<file path="src/rtl/timer_counter_if.sv">
// Register-block / count-control side bundle for the 64-bit timer counter core.
interface timer_counter_if;
  logic        cnt_en;
  logic        timer_en;
  logic [31:0] wdata;
  logic [3:0]  wstrb;
  logic        cnt_wr_lo;
  logic        cnt_wr_hi;
  logic        cmp_wr_lo;
  logic        cmp_wr_hi;
  logic        int_en;
  logic        int_st_clr;
  logic [63:0] cnt_val;
  logic [63:0] cmp_val;
  logic        int_st;
  logic        tim_int;

  modport master (
    output cnt_en, timer_en, wdata, wstrb,
    output cnt_wr_lo, cnt_wr_hi, cmp_wr_lo, cmp_wr_hi,
    output int_en, int_st_clr,
    input  cnt_val, cmp_val, int_st, tim_int
  );

  modport slave (
    input  cnt_en, timer_en, wdata, wstrb,
    input  cnt_wr_lo, cnt_wr_hi, cmp_wr_lo, cmp_wr_hi,
    input  int_en, int_st_clr,
    output cnt_val, cmp_val, int_st, tim_int
  );
endinterface

</file>
<file path="src/rtl/timer_counter_core.sv">
// 64-bit free-running timer with byte-strobed counter/compare writes,
// sticky match status and maskable interrupt output.
module timer_counter_core #(
  parameter logic [63:0] CMP_RST_VAL = 64'hFFFF_FFFF_FFFF_FFFF
) (
  input logic             sys_clk,
  input logic             sys_rst_n,
  timer_counter_if.slave  bus
);

  logic [31:0] cnt_lo_q, cnt_hi_q;
  logic [31:0] cnt_lo_d, cnt_hi_d;
  logic [31:0] cmp_lo_q, cmp_hi_q;
  logic [31:0] cmp_lo_d, cmp_hi_d;
  logic        timer_en_q;
  logic        int_st_q, int_st_d;
  logic        en_fall;
  logic        inc;
  logic [32:0] lo_sum;
  logic [31:0] hi_sum;
  logic        match;

  function automatic logic [31:0] byte_merge(input logic [31:0] old_val,
                                             input logic [31:0] new_val,
                                             input logic [3:0]  strb);
    logic [31:0] res;
    res = old_val;
    for (int unsigned i = 0; i < 4; i++) begin
      if (strb[i]) res[8*i +: 8] = new_val[8*i +: 8];
    end
    return res;
  endfunction

  assign en_fall = timer_en_q & ~bus.timer_en;
  assign inc     = bus.cnt_en & bus.timer_en;
  assign lo_sum  = {1'b0, cnt_lo_q} + 33'd1;
  assign hi_sum  = cnt_hi_q + 32'd1;
  assign match   = ({cnt_hi_q, cnt_lo_q} == {cmp_hi_q, cmp_lo_q});

  // Each half resolves independently: write, then disable-clear, then increment.
  // A written lo half produces no carry, so hi stays put in that case.
  always_comb begin
    cnt_lo_d = cnt_lo_q;
    cnt_hi_d = cnt_hi_q;
    if (bus.cnt_wr_lo)  cnt_lo_d = byte_merge(cnt_lo_q, bus.wdata, bus.wstrb);
    else if (en_fall)   cnt_lo_d = '0;
    else if (inc)       cnt_lo_d = lo_sum[31:0];

    if (bus.cnt_wr_hi)  cnt_hi_d = byte_merge(cnt_hi_q, bus.wdata, bus.wstrb);
    else if (en_fall)   cnt_hi_d = '0;
    else if (inc && !bus.cnt_wr_lo && lo_sum[32]) cnt_hi_d = hi_sum;
  end

  always_comb begin
    cmp_lo_d = cmp_lo_q;
    cmp_hi_d = cmp_hi_q;
    if (bus.cmp_wr_lo) cmp_lo_d = byte_merge(cmp_lo_q, bus.wdata, bus.wstrb);
    if (bus.cmp_wr_hi) cmp_hi_d = byte_merge(cmp_hi_q, bus.wdata, bus.wstrb);
  end

  // Set dominates clear so status cannot drop while the match persists.
  always_comb begin
    int_st_d = int_st_q;
    if (match)               int_st_d = 1'b1;
    else if (bus.int_st_clr) int_st_d = 1'b0;
  end

  always_ff @(posedge sys_clk or negedge sys_rst_n) begin
    if (!sys_rst_n) begin
      cnt_lo_q   <= '0;
      cnt_hi_q   <= '0;
      cmp_lo_q   <= CMP_RST_VAL[31:0];
      cmp_hi_q   <= CMP_RST_VAL[63:32];
      timer_en_q <= 1'b0;
      int_st_q   <= 1'b0;
    end else begin
      cnt_lo_q   <= cnt_lo_d;
      cnt_hi_q   <= cnt_hi_d;
      cmp_lo_q   <= cmp_lo_d;
      cmp_hi_q   <= cmp_hi_d;
      timer_en_q <= bus.timer_en;
      int_st_q   <= int_st_d;
    end
  end

  assign bus.cnt_val = {cnt_hi_q, cnt_lo_q};
  assign bus.cmp_val = {cmp_hi_q, cmp_lo_q};
  assign bus.int_st  = int_st_q;
  assign bus.tim_int = int_st_q & bus.int_en;

endmodule

</file>
<file path="src/flat_wrapper.sv">
// flat-port wrapper written by rule: the top's interface ports become plain ports
module timer_counter_core_flat 
#(
  parameter logic [63:0] CMP_RST_VAL = 64'hFFFF_FFFF_FFFF_FFFF
)
  (sys_clk, sys_rst_n, bus_cnt_en, bus_timer_en, bus_wdata, bus_wstrb, bus_cnt_wr_lo, bus_cnt_wr_hi, bus_cmp_wr_lo, bus_cmp_wr_hi, bus_int_en, bus_int_st_clr, bus_cnt_val, bus_cmp_val, bus_int_st, bus_tim_int);
  timer_counter_if bus_i ();
  input logic sys_clk;
  input logic sys_rst_n;
  input wire logic [$bits(bus_i.cnt_en)-1:0] bus_cnt_en;
  input wire logic [$bits(bus_i.timer_en)-1:0] bus_timer_en;
  input wire logic [$bits(bus_i.wdata)-1:0] bus_wdata;
  input wire logic [$bits(bus_i.wstrb)-1:0] bus_wstrb;
  input wire logic [$bits(bus_i.cnt_wr_lo)-1:0] bus_cnt_wr_lo;
  input wire logic [$bits(bus_i.cnt_wr_hi)-1:0] bus_cnt_wr_hi;
  input wire logic [$bits(bus_i.cmp_wr_lo)-1:0] bus_cmp_wr_lo;
  input wire logic [$bits(bus_i.cmp_wr_hi)-1:0] bus_cmp_wr_hi;
  input wire logic [$bits(bus_i.int_en)-1:0] bus_int_en;
  input wire logic [$bits(bus_i.int_st_clr)-1:0] bus_int_st_clr;
  output wire logic [$bits(bus_i.cnt_val)-1:0] bus_cnt_val;
  output wire logic [$bits(bus_i.cmp_val)-1:0] bus_cmp_val;
  output wire logic [$bits(bus_i.int_st)-1:0] bus_int_st;
  output wire logic [$bits(bus_i.tim_int)-1:0] bus_tim_int;
  assign bus_i.cnt_en = bus_cnt_en;
  assign bus_i.timer_en = bus_timer_en;
  assign bus_i.wdata = bus_wdata;
  assign bus_i.wstrb = bus_wstrb;
  assign bus_i.cnt_wr_lo = bus_cnt_wr_lo;
  assign bus_i.cnt_wr_hi = bus_cnt_wr_hi;
  assign bus_i.cmp_wr_lo = bus_cmp_wr_lo;
  assign bus_i.cmp_wr_hi = bus_cmp_wr_hi;
  assign bus_i.int_en = bus_int_en;
  assign bus_i.int_st_clr = bus_int_st_clr;
  assign bus_cnt_val = bus_i.cnt_val;
  assign bus_cmp_val = bus_i.cmp_val;
  assign bus_int_st = bus_i.int_st;
  assign bus_tim_int = bus_i.tim_int;
  timer_counter_core #(.CMP_RST_VAL(CMP_RST_VAL)) u_core (.sys_clk(sys_clk), .sys_rst_n(sys_rst_n), .bus(bus_i));
endmodule
</file>
<file path="config.mk">
export PLATFORM = sky130hd
export DESIGN_NAME = timer_counter_core_flat
export DESIGN_NICKNAME = d
export VERILOG_FILES = /design/src/rtl/timer_counter_if.sv /design/src/rtl/timer_counter_core.sv /design/src/flat_wrapper.sv
export SDC_FILE = /design/constraint.sdc
export NUM_CORES = 1
export LEC_CHECK = 0
export ABC_AREA = 0
export BUFFER_PORTS_ARGS = -buffer_cell sky130_fd_sc_hd__clkbuf_2
export CAP_MARGIN = 40
export CELL_PAD_IN_SITES_DETAIL_PLACEMENT = 1
export CELL_PAD_IN_SITES_GLOBAL_PLACEMENT = 2
export CORE_AREA = 2 2 149 151
export CTS_CLUSTER_DIAMETER = 30
export DETAILED_ROUTE_END_ITERATION = 12
export DIE_AREA = 0 0 151 153
export GPL_TIMING_DRIVEN = 0
export PLACE_DENSITY = 0.95
export SLEW_MARGIN = 10
export SYNTH_ARGS = -nofsm -noshare
export SYNTH_HDL_FRONTEND = slang
export SYNTH_SLANG_ARGS = --single-unit
</file>
<file path="constraint.sdc">
create_clock -name sys_clk -period 6.81 [get_ports sys_clk]
set_input_delay 0.681 -clock sys_clk [delete_from_list [all_inputs] [get_ports sys_clk]]
set_output_delay 0.681 -clock sys_clk [all_outputs]
set_load 0.01 [all_outputs]
</file>
==> results of run 1 <==
per-layer routing:
metal | track usage | routed length [um]
met1 | 0.393 | 13800
met2 | 0.423 | 14300
met3 | 0.0525 | 2540
met4 | 0.112 | 1180
met5 | 0 | 0
cell usage after synthesis (3+ instances only):
master      n  area [um2]
dfstp_2    64        1680
and4_1      7        61.3
buf_2       3        15.0
nor4_1     15        93.8
clkbuf_2    3        15.0
nand3_1    18        90.1
inv_1      15        56.3
o31a_1      5        43.8
a21oi_1    47         235
nand4_1    34         213
nor2b_1     4        25.0
o211ai_1    8        60.1
nor3_1     23         115
xnor2_1    64         561
a22oi_1    18         135
o21ai_0    79         395
a32o_1      3        30.0
nand2_1    78         293
a31oi_1    10        62.6
or2_2       3        18.8
clkbuf_1   36         135
or3_1       4        25.0
or4_1       3        22.5
mux2_2     65         732
dfrtp_1    66        1650
o22ai_1    10        62.6
o2bb2ai_1   6        52.6
and2_1      6        37.5
a32oi_1     5        43.8
and3_1     11        68.8
a2bb2oi_1   4        35.0
nor2_1     57         214
sequential cells by signal, indices dropped and copies added, names as in the netlist:
register	flops
u_core.cnt_hi_q	32
u_core.cnt_lo_q	32
u_core.cmp_hi_q	32
u_core.timer_en_q	1
u_core.cmp_lo_q	32
u_core.bus.int_st	1
power by group:
part | leakage (uW) | switching [uW] | internal (uW) | total, uW
registers | 0.00152 | 163 | 924 | 1090
logic | 0.00201 | 387 | 263 | 650
clock network | 0.000337 | 379 | 745 | 1120
how the worst max path moves through the flow:
stage,startpoint,to,slack (ns),cells after the start
floorplan,bus_cnt_wr_lo,u_core.cnt_hi_q[10],4.49,6
CTS,u_core.cnt_lo_q[15],u_core.cnt_hi_q[17],3.76,7
global placement,sys_rst_n,u_core.cnt_hi_q[27],2.88,1
detailed placement,u_core.cnt_lo_q[15],u_core.cnt_hi_q[17],3.78,7
global route,u_core.cnt_lo_q[15],u_core.cnt_hi_q[17],3.45,7
finish,u_core.cnt_lo_q[15],u_core.cnt_hi_q[17],3.68,7
critical path: stages (launching register included):
cell and delay, ns:
dfrtp_1 0.35, clkbuf_2 0.22, nand4_1 0.33, nor4_2 0.79, nor3b_2 0.60, nand2_1 0.30
nand2_1 0.23, a2bb2oi_1 0.21
per-stage QoR:
step	hold slack (ns)	cell area (um2)	setup WS [ns]
global placement	0.531	8850	2.88
floorplan	0.385	7630	4.49
finish	0.273	9600	3.68
detailed placement	0.580	8890	3.78
CTS	0.312	9600	3.76
global route	0.311	9600	3.45
cells by family (layout without fill, tap and decap cells):
group,after synthesis,in the layout,synth area share
flip-flops,130,130,0.437
AO/OA/AOI/OAI,214,214,0.172
XOR/XNOR,65,65,0.0746
adder cells (fa/ha/maj),2,2,0.00328
buffers and inverters,58,265,0.0295
multiplexers,65,65,0.0959
AND/OR/NAND/NOR,277,277,0.188
area by class of cell:
cell class | instances | area (um2) | area share
inverter | 15 | 56.3 | 0.00587
buffer | 43 | 169 | 0.0176
clock inverter | 12 | 251 | 0.0262
sequential | 130 | 3330 | 0.347
tap | 280 | 350 | 0.0365
clock buffer | 20 | 457 | 0.0476
multi-input combinational | 623 | 4070 | 0.424
timing repair buffer | 175 | 907 | 0.0945
==> results.toml, run 1 <==
[placed_design]
io_buffers = 174
hpwl_um = 24400
dp.cells = 1266
gp_congestion = 0.899

[floorplan]
core_um2 = 21500
die_h_um = 153
io_pins = 176
initial_core_util = 0.355
die_area_um2 = 23100
die_w_um = 151
rows = 54

[synth]
yosysWarnings = 0
ys_ff_latch = 130
ys.flop_type = "dfrtp_1"
yosysSeqAreaShare = 0.437
ys_types = 58
async_reset_ff_frac = 1.00
synth_nets = 859
synth-edff-count = 0
synth_area_um2 = 7630
syn_inst = 811
avgSynthCellArea_um2 = 9.41

[sta]
tns_ns = 0
finalCritPeriodShare = 0.460
clock_skew_ns = 0.00981
fmax_ghz = 0.320
period_minus_slack_ns = 3.13
hold_viol_final = 0
tightest_slew_ns = 0.969
rsz0062_at_grt = "false"
slew_headroom = 0.347
maxSlewViolCount = 0
setup_viol_count_final = 0

[power]
power_leakage_uw = 0.00386
ir_drop_mv = 0.171
finalPower_uw = 2860
pwr_density_cell_nw_per_um2 = 298

[routing]
route.detailed.drc = 0
vias = 7799
wl_per_cell_um = 24.5
first_pass_iters = 5
postRouteAntennaNets = 0
vias_per_cell = 6.01
wirelength_um = 31900
drtIter0Drc = 669

[setup_path]
arrival_ns = 3.49
end_kind = "flip-flop"
regToRegSetupSlack_ns = 3.68
cp_max_fo = 7
r2r-start = "u_core.cnt_lo_q[15]"
reg2reg_depth = 7
start_kind = "flip-flop"
worst_ep_required_time_ns = 7.17
rr_endpoint = "u_core.cnt_hi_q[17]"
critPathKind = "reg2reg"

[clock_tree]
clock_latency_ns = 0.45
cts-hold-fix-buffers = 0
cts_inserted_buffers = 17
cts_resized = 0
clockRootBuffer = "clkbuf_16"
post_cts_buffers = 0
cts.path.max_buffers = 2
cts.clk_slew.worst_paths_ns = 0.06
clock_sinks = 130
h-tree-depth = 4
cts_tree = "yes"

[final_layout]
nets = 1053
final_cells = 1298
fill_cells = 2528
antenna_cells = 0
mostFrequentLayoutCell = "clkbuf_2"
utilization = 0.447
syn_to_final_growth_pct = 25.8
layout_common_cells = "clkbuf_2, o21ai_0, nand2_1"
drive_gt1_frac = 0.348

[global_routing]
grt_pass1_wl_um = 47900
grt_max_degree = 76
antenna_found_initial = 0
grt_pass1_vias = 7705
overflow = 0
grt_use_total = 0.279

[outcome]
outcome = "completed"

[flow_run]
drv_cap = 0

[hold_path]
hp-class = "in2async"
Power figures use the tool's default switching activity.
==> run 2, diff against run 1 <==
- ABC_AREA: 0 -> 1
- CORE_AREA: 2 2 149 151 -> 2 2 178 180
- DIE_AREA: 0 0 151 153 -> 0 0 180 182
- PLACE_DENSITY: 0.95 -> 0.87
- clock period: 6.81 -> 2.65 ns (I/O delays scaled with it)
==> run 2 against run 1 <==
Clock power is 140% higher. Die area rose by 42%. Via count is 12% higher. Worst setup slack worse by 3.2 ns. Utilization is 11 points lower. Fmax rose by 43%. Sequential share of layout area shrank 2.5 points. Register-to-register slack worse by 3.2 ns. Clock skew about the same. Highest routed layer is now met5. Synthesized area rose by 8.2%. Critical path depth is 5 higher.
==> results.toml, run 2 <==
[outcome]
outcome = "completed"

[power]
power_leakage_uw = 0.00506
ir_drop_mv = 0.473
pwr_density_cell_nw_per_um2 = 703

[final_layout]
mostFrequentLayoutCell = "nand2_1"
drive_gt1_frac = 0.228
syn_to_final_growth_pct = 25.2
nets = 1441
fill_cells = 3953
final_cells = 1809
layout_common_cells = "nand2_1, clkbuf_2, nor2_1"

[global_routing]
antenna_found_initial = 2
grt_pass1_wl_um = 53100
grt_pass1_vias = 8919
busiest_layer = "met2"
use_met2 = 0.339
overflow = 0
grt_max_degree = 68
grt_use_met3 = 0.0393
grt_use_total = 0.212
grt_use_met1 = 0.285

[sta]
period_minus_slack_ns = 2.19
tightest_slew_ns = 0.840
finalCritPeriodShare = 0.828
hold_viol_final = 0
setup_viol_count_final = 0
slew_headroom = 0.440
whs_ns = 0.101
rsz0062_at_grt = "false"
maxSlewViolCount = 0
fmax_ghz = 0.456
clock_skew_ns = 0.00935

[synth]
synth.most_common_cell = "nand2_1"
synth_area_um2 = 8260
synth_top_area_frac = 0.204
syn_inst = 1198
synth_nets = 1246
async_reset_ff_frac = 1.00
synth_commonest_cells = "nand2_1, nor2_1, inv_1"
ys_ff_latch = 130
yosysWarnings = 0
yosysSeqAreaShare = 0.404
synth_top_area_cell = "dfstp_2"
yosys-top-cells-area = "dfstp_2, dfrtp_1, nand2_1, nor2_1, o21ai_0"
ys.flop_type = "dfrtp_1"
ys_types = 38
avgSynthCellArea_um2 = 6.89
synth-edff-count = 0

[clock_tree]
clock_latency_ns = 0.44
clockRootBuffer = "clkbuf_16"
cts_resized = 0
cts_inserted_buffers = 17
post_cts_buffers = 0
clock_sinks = 130
cts_tree = "yes"
cts.clk_slew.worst_paths_ns = 0.06
h-tree-depth = 4
cts-hold-fix-buffers = 2
cts.path.max_buffers = 2

[floorplan]
die_h_um = 182
io_pins = 176
die_area_um2 = 32800
core_um2 = 31000
die_w_um = 180
rows = 65
initial_core_util = 0.267

[setup_path]
critPathKind = "reg2reg"
crit_path_start = "u_core.cnt_hi_q[0]"
worst_ep_required_time_ns = 2.98
arrival_ns = 2.52
end_kind = "flip-flop"
start_kind = "flip-flop"
cp_max_fo = 7
r2r-start = "u_core.cnt_hi_q[0]"

[routing]
postRouteAntennaNets = 0
route.detailed.drc = 0
vias_per_cell = 4.83
vias = 8729
first_pass_iters = 5
wirelength_um = 34500
wl_per_cell_um = 19.1
drtIter0Drc = 474

[placed_design]
hpwl_um = 27000
gp_congestion = 0.863
io_buffers = 173
dp.cells = 1774

[flow_run]
drv_cap = 0

[hold_path]
hp-class = "in2reg"
hp-start = "bus_wdata[10]"
[run 2: cells by family (layout without fill, tap and decap cells)]
group / count (synthesis) / count (layout) / synth area share
XOR/XNOR: 55 / 55 / 0.0583
AO/OA/AOI/OAI: 192 / 192 / 0.130
AND/OR/NAND/NOR: 666 / 666 / 0.333
adder cells (fa/ha/maj): 2 / 2 / 0.00303
other: 0 / 1 / 0
buffers and inverters: 153 / 361 / 0.0727
flip-flops: 130 / 130 / 0.404
[run 2: metal layers]
layer,part of all wire,up-vias
met1,0.47,4229
met3,0.052,56
met4,0.029,2
met2,0.45,247
met5,0.00041,-
li1,-,4195
[run 2: path summary, 6_finish.rpt]
| path | slack, ns | endpoint | cells past startpoint |
|---|---|---|---|
| max | 0.46 | u_core.cnt_hi_q[30] | 12 |
| min | 0.10 | u_core.cmp_lo_q[10] | 3 |
| max reg2reg | 0.46 | u_core.cnt_hi_q[30] | 12 |
| min reg2reg | 0.51 | u_core.cmp_hi_q[9] | 2 |
| max in group asynchronous | 1.47 | u_core.cmp_hi_q[9] | 3 |
| min in group asynchronous | 0.39 | u_core.cnt_hi_q[8] | 2 |
[run 2: worst max-delay path, stage by stage (launching register included)]
cell and delay (ns):
dfrtp_1 0.50, ha_1 0.24, nand2_1 0.08, nor2_1 0.24
nand2_1 0.12, nor2_1 0.47, nand2_1 0.10, nand2_1 0.07
nand2_1 0.05, nand2_1 0.05, nand2_1 0.05, nand2_1 0.05
nand2_1 0.05
[run 2: stage by stage]
| stage | setup slack [ns] | setup TNS, ns | utilization | total power (uW) | area, um2 |
|---|---|---|---|---|---|
| after floorplan | 0.851 | 0 | - | 3740 | 8260 |
| after global placement | -1.00 | -70.45 | 0.311 | 4520 | 9630 |
| after detailed placement | 0.511 | 0 | 0.312 | 4590 | 9660 |
| after CTS | 0.457 | 0 | 0.334 | 7330 | 10300 |
| after global routing | 0.165 | 0 | 0.334 | 7660 | 10300 |
| final | 0.456 | 0 | 0.334 | 7270 | 10300 |
[run 2: cell type report]
cell class | instances | area [um2] | area share
Inverter | 123 | 462 | 0.0446
Sequential cell | 130 | 3330 | 0.322
Buffer | 30 | 139 | 0.0134
Clock buffer | 18 | 429 | 0.0415
Antenna cell | 1 | 2.50 | 0.000242
Multi-Input combinational cell | 915 | 4330 | 0.418
Timing Repair Buffer | 176 | 922 | 0.0892
Tap cell | 402 | 503 | 0.0486
Clock inverter | 14 | 226 | 0.0219
[run 2: where the power goes]
| group | switching (uW) | internal [uW] | leakage [uW] |
|---|---|---|---|
| sequential | 490 | 2360 | 0.00148 |
| combinational | 1060 | 646 | 0.00327 |
| clock | 1030 | 1690 | 0.000312 |
| total | 2580 | 4690 | 0.00506 |
